[src/rtl/sd_block_arbiter.sv]
// Round-robin arbiter for per-drive sector requests onto the hps_io sd_rd/sd_wr/sd_lba handshake,
// with mount/protect bookkeeping, CPU wait, done/error pulses and an ack timeout.
module sd_block_arbiter #(
    parameter int VDNUM     = 2,
    parameter int LBA_W     = 32,
    parameter int TIMEOUT_W = 24
) (
    input  logic                   clk_sys,
    input  logic                   reset_n,
    input  logic [VDNUM-1:0]       req_rd,
    input  logic [VDNUM-1:0]       req_wr,
    input  logic [VDNUM*LBA_W-1:0] req_lba,
    input  logic [VDNUM-1:0]       img_mounted,
    input  logic                   img_readonly,
    input  logic                   img_size_nz,
    input  logic [VDNUM-1:0]       sd_ack,
    output logic [VDNUM-1:0]       sd_rd,
    output logic [VDNUM-1:0]       sd_wr,
    output logic [VDNUM*LBA_W-1:0] sd_lba,
    output logic [VDNUM-1:0]       mounted,
    output logic [VDNUM-1:0]       protect,
    output logic [VDNUM-1:0]       busy,
    output logic                   cpu_wait,
    output logic [VDNUM-1:0]       done,
    output logic [VDNUM-1:0]       err
);
    localparam int SEL_W = (VDNUM > 1) ? $clog2(VDNUM) : 1;

    typedef enum logic [1:0] {IDLE, ISSUE, XFER} state_t;

    state_t                 r_state;
    logic [SEL_W-1:0]       r_sel;
    logic [SEL_W-1:0]       r_ptr;
    logic                   r_op_wr;
    logic [TIMEOUT_W-1:0]   r_timer;
    logic [VDNUM-1:0]       r_pend_rd;
    logic [VDNUM-1:0]       r_pend_wr;
    logic [VDNUM-1:0]       r_mounted;
    logic [VDNUM-1:0]       r_protect;
    logic [VDNUM-1:0]       r_ack_prev;
    logic [VDNUM-1:0]       r_sd_rd;
    logic [VDNUM-1:0]       r_sd_wr;
    logic [VDNUM-1:0]       r_done;
    logic [VDNUM-1:0]       r_err;
    logic [VDNUM*LBA_W-1:0] r_sd_lba;

    logic [VDNUM-1:0] w_active;
    logic [VDNUM-1:0] w_busy;
    logic [VDNUM-1:0] w_acc_rd;
    logic [VDNUM-1:0] w_acc_wr;
    logic [VDNUM-1:0] w_rej;
    logic [VDNUM-1:0] w_unmnt_err;
    logic [VDNUM-1:0] w_clr_rd;
    logic [VDNUM-1:0] w_clr_wr;
    logic [VDNUM-1:0] w_tmo_err;
    logic [SEL_W:0]   w_pick;
    logic             w_pick_rd;
    logic             w_ack_rise;
    logic             w_ack_fall;
    logic             w_tmo;
    logic             w_clr_op;

    function automatic logic [SEL_W-1:0] next_ptr(input logic [SEL_W-1:0] s);
        if (int'(s) == VDNUM - 1)
            return '0;
        return s + 1'b1;
    endfunction

    // {found, index}: first pending drive at or after ptr, wrapping
    function automatic logic [SEL_W:0] rr_pick(input logic [VDNUM-1:0] pend,
                                               input logic [SEL_W-1:0] ptr);
        logic [VDNUM-1:0] rot;
        int               idx;
        rr_pick = '0;
        for (int k = VDNUM - 1; k >= 0; k--) begin
            idx = (int'(ptr) + k) % VDNUM;
            rot = pend >> idx;
            if (rot[0])
                rr_pick = {1'b1, SEL_W'(idx)};
        end
    endfunction

    always_comb begin
        w_active = '0;
        if (r_state != IDLE)
            w_active[r_sel] = 1'b1;
    end

    assign w_busy      = r_pend_rd | r_pend_wr | w_active;
    assign w_acc_rd    = req_rd & r_mounted & ~w_busy;
    assign w_acc_wr    = req_wr & r_mounted & ~r_protect & ~w_busy;
    assign w_rej       = ((req_rd | req_wr) & ~r_mounted) | (req_wr & r_mounted & r_protect);
    assign w_unmnt_err = img_mounted & ~{VDNUM{img_size_nz}}
                       & (r_pend_rd | r_pend_wr | w_acc_rd | w_acc_wr);

    assign w_pick     = rr_pick(r_pend_rd | r_pend_wr, r_ptr);
    assign w_pick_rd  = r_pend_rd[w_pick[SEL_W-1:0]];
    assign w_ack_rise = (r_state == ISSUE) && sd_ack[r_sel] && !r_ack_prev[r_sel];
    assign w_ack_fall = (r_state == XFER) && !sd_ack[r_sel] && r_ack_prev[r_sel];
    assign w_tmo      = (r_state != IDLE) && (r_timer == '1) && !w_ack_rise && !w_ack_fall;
    assign w_clr_op   = w_ack_rise || (w_tmo && r_state == ISSUE);

    always_comb begin
        w_clr_rd  = '0;
        w_clr_wr  = '0;
        w_tmo_err = '0;
        if (w_clr_op) begin
            if (r_op_wr)
                w_clr_wr[r_sel] = 1'b1;
            else
                w_clr_rd[r_sel] = 1'b1;
        end
        w_tmo_err[r_sel] = w_tmo;
    end

    // Per-drive bookkeeping: mount state, pending flags, latched sector, error pulses
    always_ff @(posedge clk_sys or negedge reset_n) begin
        if (!reset_n) begin
            r_mounted <= '0;
            r_protect <= '0;
            r_pend_rd <= '0;
            r_pend_wr <= '0;
            r_sd_lba  <= '0;
            r_err     <= '0;
        end else begin
            for (int i = 0; i < VDNUM; i++) begin
                if (img_mounted[i]) begin
                    r_mounted[i] <= img_size_nz;
                    r_protect[i] <= img_readonly;
                end
                if (img_mounted[i] && !img_size_nz) begin
                    r_pend_rd[i] <= 1'b0;
                    r_pend_wr[i] <= 1'b0;
                end else begin
                    r_pend_rd[i] <= (r_pend_rd[i] | w_acc_rd[i]) & ~w_clr_rd[i];
                    r_pend_wr[i] <= (r_pend_wr[i] | w_acc_wr[i]) & ~w_clr_wr[i];
                end
                if (w_acc_rd[i] || w_acc_wr[i])
                    r_sd_lba[i*LBA_W +: LBA_W] <= req_lba[i*LBA_W +: LBA_W];
                r_err[i] <= w_rej[i] | w_unmnt_err[i] | w_tmo_err[i];
            end
        end
    end

    // Handshake FSM: one strobe at a time, reads of a drive before its write
    always_ff @(posedge clk_sys or negedge reset_n) begin
        if (!reset_n) begin
            r_state    <= IDLE;
            r_sel      <= '0;
            r_ptr      <= '0;
            r_op_wr    <= 1'b0;
            r_timer    <= '0;
            r_ack_prev <= '0;
            r_sd_rd    <= '0;
            r_sd_wr    <= '0;
            r_done     <= '0;
        end else begin
            r_ack_prev <= sd_ack;
            r_done     <= '0;
            case (r_state)
                IDLE: begin
                    if (w_pick[SEL_W]) begin
                        r_sel   <= w_pick[SEL_W-1:0];
                        r_op_wr <= !w_pick_rd;
                        r_sd_rd[w_pick[SEL_W-1:0]] <= w_pick_rd;
                        r_sd_wr[w_pick[SEL_W-1:0]] <= !w_pick_rd;
                        r_timer <= '0;
                        r_state <= ISSUE;
                    end
                end
                ISSUE: begin
                    if (w_ack_rise) begin
                        r_sd_rd <= '0;
                        r_sd_wr <= '0;
                        r_timer <= '0;
                        r_state <= XFER;
                    end else if (w_tmo) begin
                        r_sd_rd <= '0;
                        r_sd_wr <= '0;
                        r_ptr   <= next_ptr(r_sel);
                        r_state <= IDLE;
                    end else begin
                        r_timer <= r_timer + 1'b1;
                    end
                end
                XFER: begin
                    if (w_ack_fall) begin
                        r_done[r_sel] <= 1'b1;
                        r_ptr         <= next_ptr(r_sel);
                        r_state       <= IDLE;
                    end else if (w_tmo) begin
                        r_ptr   <= next_ptr(r_sel);
                        r_state <= IDLE;
                    end else begin
                        r_timer <= r_timer + 1'b1;
                    end
                end
                default: r_state <= IDLE;
            endcase
        end
    end

    assign sd_rd    = r_sd_rd;
    assign sd_wr    = r_sd_wr;
    assign sd_lba   = r_sd_lba;
    assign mounted  = r_mounted;
    assign protect  = r_protect;
    assign busy     = w_busy;
    assign cpu_wait = |w_busy;
    assign done     = r_done;
    assign err      = r_err;
endmodule

[config.mk]
export PLATFORM = sky130hd
export DESIGN_NAME = sd_block_arbiter
export DESIGN_NICKNAME = d
export VERILOG_FILES = /design/src/rtl/sd_block_arbiter.sv
export SDC_FILE = /design/constraint.sdc
export NUM_CORES = 1
export LEC_CHECK = 0
export CAP_MARGIN = 25
export CORE_ASPECT_RATIO = 1.25
export CORE_MARGIN = 4
export CORE_UTILIZATION = 45
export DETAILED_ROUTE_END_ITERATION = 16
export GPL_ROUTABILITY_DRIVEN = 0
export PLACE_DENSITY = 0.87
export SLEW_MARGIN = 20
export SYNTH_ARGS = -nofsm -noshare
export SYNTH_HDL_FRONTEND = slang
export SYNTH_SLANG_ARGS = --single-unit
[constraint.sdc]
create_clock -name clk_sys -period 2.3 [get_ports clk_sys]
set_clock_uncertainty 0.05 [all_clocks]
set_input_delay 0.69 -clock clk_sys [delete_from_list [all_inputs] [get_ports clk_sys]]
set_output_delay 0.69 -clock clk_sys [all_outputs]
set_load 0.005 [all_outputs]
==> impl_metrics.yaml <==
clock_network:
  cts_tree: "yes"
  cts_sinks: 111
  cts_root_buf: "clkbuf_16"
  clk_pin_slew_ns: 0.07
  cts_buffers: 9
  cts_max_path_buffers: 2
  postCtsHoldBufs: 0
  insertion_delay_ns: 0.35
  h-tree-depth: 3
logic_synthesis:
  synth_edf_count: 0
  yosys_warnings: 0
  ys_seq_area_share_pct: 55.1
  ys.flop_type: "dfrtp_1"
  synth_cell_type_count: 58
  avgSynthCellArea_um2: 12.3
  synth_seq_cells: 111
  syn-cell-area_um2: 5040
  syn_nets: 492
  synthArstFlopShare_pct: 100
  synthCells: 411
timing:
  tns_ns: 0
  worst_slack_ns: 0.0266
  period_needed_ns: 2.27
  finalHoldViolCount: 0
  drv_slew: 0
  worst_slew_pin_slew_ns: 0.512
  setup_viol: 0
  relSlewSlack_pct: 65.9
  fmax_ghz: 0.440
  finalCritPeriodShare_pct: 98.8
floorplan:
  dieArea_um2: 13000
  ioPinCount: 155
  fp.dieH_um: 126
  row_count: 42
  core_um2: 10800
  start_util_pct: 46.8
  chipWidth_um: 103
pwr:
  p_per_area_nw_per_um2: 1220
  p_int_uw: 6200
  swShare_pct: 32.9
  pwr-share-seq_pct: 33.4
  totalPowerFinal_uw: 9230
  combinationalPowerShare_pct: 49.8
  peakVddDrop_uv: 771
  clkPwrFrac_pct: 16.7
  power_leakage_uw: 0.00315
  power_switching_uw: 3030
min_path:
  hp-class: "primary input to async pin"
setup_path:
  critPathMostFrequentCell: "buf_4"
  critPathSlowestCell: "dfrtp_1"
  crit_type: "register to register"
  required_ns: 2.49
  worstSetupEndpointType: "register"
  critPathMaxFanout: 8
  cp_cell_sequence: "buf_4 -> buf_4 -> ha_2 -> a31oi_4 -> nand2_4 -> buf_4 -> nor4_2 -> mux2_2"
  critPathMaxStageDelay_ns: 0.40
  critPathArrivalTime_ns: 2.47
  worstSetupStartpointType: "register"
  ff2ff_setup_slack_ns: 0.03
place:
  dp.cells: 722
  post-place-ws_ns: -0.531
  portBuffers: 154
  hpwl_mm: 10.1
drt:
  wl_met2_mm: 8.13
  routed_via_density: 5.64
  num_vias: 4221
  drc: 0
  drt-wirelength-per-cell_um: 19.6
  drt_iter0_markers: 263
  routed_wl_mm: 14.7
  wl_met1_mm: 4.97
  highest-signal-layer: "met4"
  ant_nets: 0
  dr.pass1.iters: 5
  met3_length_mm: 1.00
finish:
  fin_cells: 749
  fin_nets: 693
  post-route-util_pct: 70.1
  syn_to_final_growth_pct: 50.0
  antennaDiodeCount: 0
  drive_gt1_share_pct: 31.3
global_routing:
  grt_max_degree: 48
  grt.total_usage_pct: 22.3
  overflow: 0
  grt_first_pass_wirelength_mm: 22.4
  antenna_found_initial: 0
  grt_pass1_vias: 4335
status:
  status: "finished clean"
job:
  maxCapViolations: 0
[routing by layer]
| layer | vias up | track usage (%) |
|---|---|---|
| met5 | - | 0 |
| met4 | 0 | 8.88 |
| met3 | 56 | 5.00 |
| met2 | 204 | 41.6 |
| met1 | 2075 | 23.7 |
| li1 | 1886 | - |
[critical path, delay by kind of cell, from the launching register on]
family	cells	cell delay (ns)
multiplexers	1	0.37
adder cells (fa/ha/maj)	1	0.22
buffers and inverters	3	0.48
AO/OA/AOI/OAI	1	0.20
AND/OR/NAND/NOR	2	0.44
flip-flops	1	0.40
[worst paths after layout]
| kind | startpoint | to | depth (start not counted) |
|---|---|---|---|
| worst max-delay path | r_state[0] | r_timer[21] | 8 |
| worst min-delay path | reset_n | r_timer[14] | 1 |
| worst max register to register | r_state[0] | r_timer[21] | 8 |
| worst min register to register | sd_lba[35] | sd_lba[35] | 1 |
| max in group asynchronous | reset_n | sd_wr[0] | 2 |
| min in group clk_sys | sd_lba[35] | sd_lba[35] | 1 |
[metrics by stage]
stage	instance area (um^2)	hold slack, ns
floorplan	5040	0.344
global placement	6990	0.436
detailed placement	6990	0.442
CTS	7440	0.268
global route	7560	0.287
finish	7560	0.256
[repair_timing]
| item | 4_1_cts | 5_1_grt |
|---|---|---|
| resized for setup | 33 | 18 |
| setup buffers | 6 | 5 |
| endpoints found under the setup margin | 33 | 33 |
| pin swaps | 4 | 5 |
[logic make-up (layout without fill, tap and decap cells)]
family	count (synthesis)	in the layout	synth area share, %
buf+inv	26	232	3.03
flops	111	111	55.1
xor+xnor	16	16	2.78
compound gates	51	51	6.85
mux	75	75	16.7
fa+ha+maj	5	5	1.24
simple gates	127	127	14.2
[cells in the mapped netlist, types with 4 or more instances]
library cell | n | area (um^2)
nor2_1 | 33 | 124
nand4_1 | 4 | 25.0
inv_1 | 10 | 37.5
nand3_1 | 8 | 40.0
a31oi_1 | 5 | 31.3
nand2_1 | 17 | 63.8
nor4b_1 | 5 | 43.8
dfrtp_1 | 111 | 2780
nor3b_1 | 6 | 45.0
nor4_1 | 9 | 56.3
o21ai_0 | 11 | 55.1
buf_2 | 10 | 50.1
nor2b_1 | 9 | 56.3
xnor2_1 | 16 | 140
a21oi_1 | 9 | 45.0
mux2_2 | 74 | 833
ha_1 | 5 | 62.6
nor3_1 | 12 | 60.1
[sequential cells by signal (all words and copies together), names as in the netlist]
name	flops
err	2
r_op_wr	1
r_state	2
r_pend_rd	2
r_timer	24
sd_wr	2
sd_rd	2
r_ptr	1
sd_lba	64
protect	2
r_pend_wr	2
r_ack_prev	2
done	2
r_sel	1
mounted	2
[area by class of cell]
cell class | instances | area (um^2)
Inverter | 10 | 37.5
Fill cell | 692 | 3220
Clock inverter | 6 | 50.0
Multi-Input combinational cell | 274 | 2310
Sequential cell | 111 | 2780
Clock buffer | 10 | 239
Timing Repair Buffer | 206 | 1980
Tap cell | 132 | 165
[power groups by stage]
stage	logic (uW)	registers (uW)	clock network, uW
2_1_floorplan	1810	3110	0
5_1_grt	4900	3180	1650
6_report	4600	3090	1550
3_5_place_dp	4210	3110	0
3_3_place_gp	4080	3040	0
4_1_cts	4440	3080	1570
[cell usage in the layout (no fill, tap or decap), drive strengths merged, types with 3 or more instances in the layout]
cell type	instances
nand4	5
nor3b	7
or3	3
dfrtp	111
dlygate4sd2	3
and3	3
xnor2	16
a211oi	3
a31oi	5
nor2	34
nor4	10
buf	53
nand3	9
nor3	12
mux2	74
clkbuf	11
o21ai	14
nor2b	9
clkdlybuf4s50	148
nor4b	5
ha	5
inv	13
a21oi	9
nand2	18
Power figures use the tool's default switching activity.
